===== config.mk =====
export PLATFORM = sky130hd
export DESIGN_NAME = card_board_select_flat
export DESIGN_NICKNAME = d
export VERILOG_FILES = /design/src/rtl/card_board_select_pkg.sv /design/src/rtl/card_board_select_if.sv /design/src/rtl/card_cursor.sv /design/src/rtl/card_board_select.sv /design/src/flat_wrapper.sv
export SDC_FILE = /design/constraint.sdc
export NUM_CORES = 1
export LEC_CHECK = 0
export BUFFER_PORTS_ARGS = -buffer_cell sky130_fd_sc_hd__buf_4
export CORE_MARGIN = 2
export CORE_UTILIZATION = 50
export CTS_CLUSTER_DIAMETER = 30
export DETAILED_ROUTE_END_ITERATION = 8
export PLACE_DENSITY_LB_ADDON = 0.12
export SYNTH_ARGS = -nofsm -noshare
export SYNTH_HDL_FRONTEND = slang
export SYNTH_HIERARCHICAL = 1
export SYNTH_SLANG_ARGS = --single-unit

===== constraint.sdc =====
create_clock -name Clk -period 6.95 [get_ports Clk]
set_input_delay 1.39 -clock Clk [delete_from_list [all_inputs] [get_ports Clk]]
set_output_delay 1.39 -clock Clk [all_outputs]
set_load 0.02 [all_outputs]

===== src/rtl/card_board_select_pkg.sv =====
// rtl/card_board_select_pkg.sv - shared widths, card word fields and FSM states for the card board
package card_board_select_pkg;

  localparam int DATA_W      = 6;
  localparam int LOC_W       = 4;
  localparam int COLS        = 4;
  localparam int BOARD_SLOTS = 16;
  localparam int ROWS        = BOARD_SLOTS / COLS;
  localparam int ROW_W       = 2;
  localparam int COL_W       = 2;

  // Card word layout: [5]=removed, [4]=face_up, [3:0]=value
  localparam int REMOVED_BIT = 5;
  localparam int FACEUP_BIT  = 4;
  localparam int VALUE_MSB   = 3;

  localparam logic [3:0] REJECT_MAX = 4'd15;

  typedef enum logic [1:0] {
    ST_BROWSE  = 2'd0,
    ST_REQ     = 2'd1,
    ST_RELEASE = 2'd2
  } state_e;

  // A card can be offered only while it is still on the board and face down
  function automatic logic card_selectable(input logic [DATA_W-1:0] word);
    return !word[REMOVED_BIT] && !word[FACEUP_BIT];
  endfunction

  function automatic logic [VALUE_MSB:0] card_value(input logic [DATA_W-1:0] word);
    return word[VALUE_MSB:0];
  endfunction

endpackage


===== src/rtl/card_board_select_if.sv =====
// rtl/card_board_select_if.sv - board write bus and select/ack handshake shared with gameplay_sm
interface card_board_select_if;
  import card_board_select_pkg::*;

  logic              WriteEnable;
  logic [LOC_W-1:0]  dataLoc;
  logic [DATA_W-1:0] dataOut;
  logic              Ack;
  logic              Select;
  logic [LOC_W-1:0]  CardSelectLoc;
  logic [DATA_W-1:0] CardSelectData;

  // gameplay_sm side: writes the board and acknowledges selections
  modport master (
    output WriteEnable, dataLoc, dataOut, Ack,
    input  Select, CardSelectLoc, CardSelectData
  );

  // board side: stores writes and raises selections
  modport slave (
    input  WriteEnable, dataLoc, dataOut, Ack,
    output Select, CardSelectLoc, CardSelectData
  );

endinterface


===== src/rtl/card_cursor.sv =====
// rtl/card_cursor.sv - 4x4 player cursor with wrapping moves and U>D>L>R priority
module card_cursor
  import card_board_select_pkg::*;
(
  input  logic             Clk,
  input  logic             Reset,
  input  logic             move_en,
  input  logic             btn_u,
  input  logic             btn_d,
  input  logic             btn_l,
  input  logic             btn_r,
  output logic [LOC_W-1:0] cursor
);

  localparam logic [ROW_W-1:0] ROW_LAST = ROW_W'(ROWS - 1);
  localparam logic [COL_W-1:0] COL_LAST = COL_W'(COLS - 1);

  logic [ROW_W-1:0] row_q, row_d;
  logic [COL_W-1:0] col_q, col_d;

  // Apply at most one move per cycle; each axis wraps independently
  always_comb begin
    row_d = row_q;
    col_d = col_q;
    if (move_en) begin
      if (btn_u) begin
        row_d = (row_q == '0) ? ROW_LAST : row_q - 1'b1;
      end else if (btn_d) begin
        row_d = (row_q == ROW_LAST) ? '0 : row_q + 1'b1;
      end else if (btn_l) begin
        col_d = (col_q == '0) ? COL_LAST : col_q - 1'b1;
      end else if (btn_r) begin
        col_d = (col_q == COL_LAST) ? '0 : col_q + 1'b1;
      end
    end
  end

  // Row/column registers, cleared to the top-left slot on reset
  always_ff @(posedge Clk) begin
    if (Reset) begin
      row_q <= '0;
      col_q <= '0;
    end else begin
      row_q <= row_d;
      col_q <= col_d;
    end
  end

  // Slot index = row*COLS + col
  always_comb begin
    cursor = LOC_W'(row_q) * LOC_W'(COLS) + LOC_W'(col_q);
  end

endmodule


===== src/rtl/card_board_select.sv =====
// rtl/card_board_select.sv - card board storage, cursor and select/ack offer to gameplay_sm
module card_board_select
  import card_board_select_pkg::*;
(
  input  logic                Clk,
  input  logic                Reset,
  card_board_select_if.slave  gp,
  input  logic                BtnU,
  input  logic                BtnD,
  input  logic                BtnL,
  input  logic                BtnR,
  input  logic                BtnC,
  output logic [LOC_W-1:0]    Cursor,
  input  logic [LOC_W-1:0]    RdLoc,
  output logic [DATA_W-1:0]   RdData,
  output logic [3:0]          RejectCount
);

  logic [DATA_W-1:0] board_q [BOARD_SLOTS];
  logic [DATA_W-1:0] board_d [BOARD_SLOTS];

  state_e            state_q, state_d;
  logic              select_q, select_d;
  logic [LOC_W-1:0]  loc_q, loc_d;
  logic [DATA_W-1:0] data_q, data_d;
  logic [3:0]        reject_q, reject_d;
  logic [DATA_W-1:0] eff_word;

  // Cursor only moves while browsing; selection and release freeze it
  card_cursor u_cursor (
    .Clk     (Clk),
    .Reset   (Reset),
    .move_en (state_q == ST_BROWSE),
    .btn_u   (BtnU),
    .btn_d   (BtnD),
    .btn_l   (BtnL),
    .btn_r   (BtnR),
    .cursor  (Cursor)
  );

  // Board writes land in every FSM state
  always_comb begin
    board_d = board_q;
    if (gp.WriteEnable) begin
      board_d[gp.dataLoc] = gp.dataOut;
    end
  end

  // Word under the pre-move cursor, including a same-cycle write to that slot
  always_comb begin
    eff_word = board_q[Cursor];
    if (gp.WriteEnable && (gp.dataLoc == Cursor)) begin
      eff_word = gp.dataOut;
    end
  end

  // Next-state logic for the select/ack handshake, snapshot and reject counter
  always_comb begin
    state_d  = state_q;
    select_d = select_q;
    loc_d    = loc_q;
    data_d   = data_q;
    reject_d = reject_q;
    case (state_q)
      ST_BROWSE: begin
        if (BtnC) begin
          if (card_selectable(eff_word)) begin
            loc_d    = Cursor;
            data_d   = eff_word;
            select_d = 1'b1;
            state_d  = ST_REQ;
          end else if (reject_q != REJECT_MAX) begin
            reject_d = reject_q + 4'd1;
          end
        end
      end
      ST_REQ: begin
        if (gp.Ack) begin
          select_d = 1'b0;
          state_d  = ST_RELEASE;
        end
      end
      ST_RELEASE: begin
        if (!gp.Ack) begin
          state_d = ST_BROWSE;
        end
      end
      default: begin
        select_d = 1'b0;
        state_d  = ST_BROWSE;
      end
    endcase
  end

  // FSM, registered handshake outputs and board array
  always_ff @(posedge Clk) begin
    if (Reset) begin
      state_q  <= ST_BROWSE;
      select_q <= 1'b0;
      loc_q    <= '0;
      data_q   <= '0;
      reject_q <= '0;
      board_q  <= '{default: '0};
    end else begin
      state_q  <= state_d;
      select_q <= select_d;
      loc_q    <= loc_d;
      data_q   <= data_d;
      reject_q <= reject_d;
      board_q  <= board_d;
    end
  end

  // Renderer port sees only committed board contents
  always_comb begin
    RdData            = board_q[RdLoc];
    gp.Select         = select_q;
    gp.CardSelectLoc  = loc_q;
    gp.CardSelectData = data_q;
    RejectCount       = reject_q;
  end

endmodule

===== src/flat_wrapper.sv =====
// flat-port wrapper written by rule: the top's interface ports become plain ports
module card_board_select_flat import card_board_select_pkg::*;
  (Clk, Reset, BtnU, BtnD, BtnL, BtnR, BtnC, Cursor, RdLoc, RdData, RejectCount, gp_WriteEnable, gp_dataLoc, gp_dataOut, gp_Ack, gp_Select, gp_CardSelectLoc, gp_CardSelectData);
  card_board_select_if gp_i ();
  input  logic Clk;
  input  logic Reset;
  input  logic BtnU;
  input  logic BtnD;
  input  logic BtnL;
  input  logic BtnR;
  input  logic BtnC;
  output logic [LOC_W-1:0] Cursor;
  input  logic [LOC_W-1:0] RdLoc;
  output logic [DATA_W-1:0] RdData;
  output logic [3:0] RejectCount;
  input wire logic [$bits(gp_i.WriteEnable)-1:0] gp_WriteEnable;
  input wire logic [$bits(gp_i.dataLoc)-1:0] gp_dataLoc;
  input wire logic [$bits(gp_i.dataOut)-1:0] gp_dataOut;
  input wire logic [$bits(gp_i.Ack)-1:0] gp_Ack;
  output wire logic [$bits(gp_i.Select)-1:0] gp_Select;
  output wire logic [$bits(gp_i.CardSelectLoc)-1:0] gp_CardSelectLoc;
  output wire logic [$bits(gp_i.CardSelectData)-1:0] gp_CardSelectData;
  assign gp_i.WriteEnable = gp_WriteEnable;
  assign gp_i.dataLoc = gp_dataLoc;
  assign gp_i.dataOut = gp_dataOut;
  assign gp_i.Ack = gp_Ack;
  assign gp_Select = gp_i.Select;
  assign gp_CardSelectLoc = gp_i.CardSelectLoc;
  assign gp_CardSelectData = gp_i.CardSelectData;
  card_board_select u_core (.Clk(Clk), .Reset(Reset), .gp(gp_i), .BtnU(BtnU), .BtnD(BtnD), .BtnL(BtnL), .BtnR(BtnR), .BtnC(BtnC), .Cursor(Cursor), .RdLoc(RdLoc), .RdData(RdData), .RejectCount(RejectCount));
endmodule

==> flow_metrics.tcl <==
set metrics [dict create \
    outcome "complete, no violations" \
    die_w_um 114.5 \
    insertion_delay_ns 0.42 \
    power.density_mw_per_mm2 263.1 \
    fillers 1020 \
    grt_pass1_vias 4458 \
    slowest_stage "mux4_2" \
    start_util 0.5100 \
    tns_ns 0 \
    numCtsBuffers 17 \
    synth_edf_count 0 \
    synth_common_cells "dfxtp_1 (117), nor2_1 (110), mux2i_1 (98)" \
    ys.warnings.count 6 \
    clk_pin_slew_ns 0.05 \
    cts.path.max_buffers 2 \
    hold_class "flip-flop to flip-flop" \
    htree_levels 4 \
    grt_overflow 0 \
    min_period_ns 4.431 \
    relSlewSlack 0.3402 \
    place_congestion 0.8286 \
    cts_tree "yes" \
    ir_drop_mv 0.1472 \
    cp-end-kind "output pin" \
    place_hpwl_um 10510 \
    synthTopCellsByArea "dfxtp_1 (38%), mux4_2 (17%), mux2i_1 (16%)" \
    cp_slowest_stage_delay_ns 0.57 \
    clock-skew-final_ns 0.009585 \
    via_count 4662 \
    grt_max_degree 62 \
    port_buffers 47 \
    nNetsFinal 630 \
    drt_iter0_drc 369 \
    ys_async_sr_fraction 0 \
    worst_pin_slew_ns 0.9897 \
    synth_top_area_frac 0.3839 \
    path_cells "buf_4 > mux4_2 > mux4_2 > buf_4" \
    syn_to_final_growth_pct 15.26 \
    seq_area_frac_synth 0.3839 \
    slew_viol_final 0 \
    syn-num-nets 609 \
    drive_gt1_frac 0.2248 \
    pin_count 48 \
    yosys.area.top_type "dfxtp_1" \
    startpoint_type "primary input" \
    rsz0062_at_grt "false" \
    required_ns 5.56 \
    fin_crit_sh 0.6376 \
    p_leak_nw 2.757 \
    crit_fanout 24 \
    cts_resized 0 \
    ys.flop_type "dfxtp_1" \
    drv_cap 0 \
    finalHoldViolCount 0 \
    coreArea_mm2 0.01196 \
    wl_per_cell_um 20.00 \
    gr-usage-all-layers 0.2454 \
    grt_pass1_wl_um 24390 \
    critPathKind "primary input to output pin" \
    syn_area_mm2 0.006101 \
    synth_most_common_cell "dfxtp_1" \
    regToRegSetupSlack_ns 4.20 \
    drtPass1Iterations 5 \
    p_total_w 0.001850 \
    cts.sinks 117 \
    routed_wl_um 15220 \
    synth_seq_cells 117 \
    antenna_found_initial 0 \
    worstPathArrival_ns 3.04 \
    root_buffer "clkbuf_16" \
    postSynthAreaPerCell_um2 10.50 \
    rows 40 \
    remaining_drc_errors 0 \
    fmax_ghz 0.2257 \
    diodes 0 \
    die_y_um 114.5 \
    netlist_instances 581 \
    vias_per_cell 6.126 \
    post_cts_buffers 0 \
    die_area_mm2 0.01310 \
    ant_nets 0 \
    synth_cell_types 51 \
    setup_viol 0 \
    ctsHoldBuffers 0 \
]
stage by stage:
step / cell area (um^2) / std cells / hold WS [ns] / util / worst slack [ns]
2_1_floorplan: 6101 / 581 / 0.4410 / - / 2.485
3_3_place_gp: 6441 / 730 / 0.4447 / 0.5385 / 2.536
3_5_place_dp: 6441 / 730 / 0.4473 / 0.5385 / 2.476
4_1_cts: 7032 / 761 / 0.4602 / 0.5879 / 2.477
5_1_grt: 7032 / 761 / 0.4809 / 0.5879 / 2.431
6_report: 7032 / 761 / 0.4552 / 0.5879 / 2.519
kinds of logic after synthesis:
family                     after synthesis  synth area share
muxes                                  144            0.3306
AOI/OAI and AO/OA                       62           0.07117
adders and majority gates                5           0.01025
buffers and inverters                   54           0.03978
xor gates and xnor gates                 6          0.009845
DFF                                    117            0.3839
and+or+nand+nor                        193            0.1544
critical path: cells and delay by family:
family	cells	cell delay, ns
muxes	2	1.08
buffers and inverters	2	0.55
where the power goes:
part / total [W] / switching (W) / internal, W
Combinational: 0.000251 / 0.000144 / 0.000107
Clock: 0.000877 / 0.000301 / 0.000576
Sequential: 0.000721 / 0.0000293 / 0.000692
Total: 0.00185 / 0.000475 / 0.00138
per-layer routing:
| layer | vias up | share of wire | track usage |
|---|---|---|---|
| met5 | - | 0 | 0 |
| met4 | 0 | 0.020 | 0.1041 |
| met3 | 24 | 0.056 | 0.05188 |
| met2 | 169 | 0.48 | 0.3819 |
| met1 | 2310 | 0.45 | 0.3330 |
| li1 | 2159 | - | - |
flip-flops by register name (all words and copies together), names as in the netlist:
signal and flops:
u_core/RejectCount 4, u_core/board_q 96, u_core/gp.CardSelectData 6, u_core/gp.CardSelectLoc 4, u_core/gp.Select 1, u_core/state_q 2
u_core/u_cursor/col_q 2, u_core/u_cursor/row_q 2
layout by cell type, fill, tap and decap left out, drive strengths merged, types with 9 or more instances in the layout:
| cell type | synthesis | routed |
|---|---|---|
| a211oi | 14 | 14 |
| a21oi | 19 | 19 |
| buf | 20 | 50 |
| clkbuf | 28 | 21 |
| dfxtp | 117 | 117 |
| mux2i | 98 | 98 |
| mux4 | 46 | 46 |
| nand2 | 22 | 22 |
| nand2b | 9 | 9 |
| nand3 | 10 | 10 |
| nor2 | 110 | 110 |
| o21ai | 11 | 11 |
path summary, 6_finish.rpt:
kind,from,to,cells after the start
worst min register to register,u_core/gp.CardSelectLoc[3],u_core/gp.CardSelectLoc[3],2
worst max register to register,u_core/u_cursor/col_q[0],u_core/gp.CardSelectLoc[2],6
worst max-delay path,RdLoc[0],RdData[3],4
worst min-delay path,u_core/gp.CardSelectLoc[3],u_core/gp.CardSelectLoc[3],2
area by class of cell:
| type | instances | area (um^2) | share of cell area |
|---|---|---|---|
| timing repair buffer | 50 | 375.4 | 0.05338 |
| inverter | 6 | 22.52 | 0.003203 |
| clock buffer | 21 | 460.4 | 0.06548 |
| multi-input combinational | 410 | 3516 | 0.5000 |
| sequential | 117 | 2344 | 0.3333 |
| clock inverter | 10 | 130.1 | 0.01851 |
| tap | 147 | 183.9 | 0.02616 |
No activity file was read; power rests on OpenSTA's default activity.
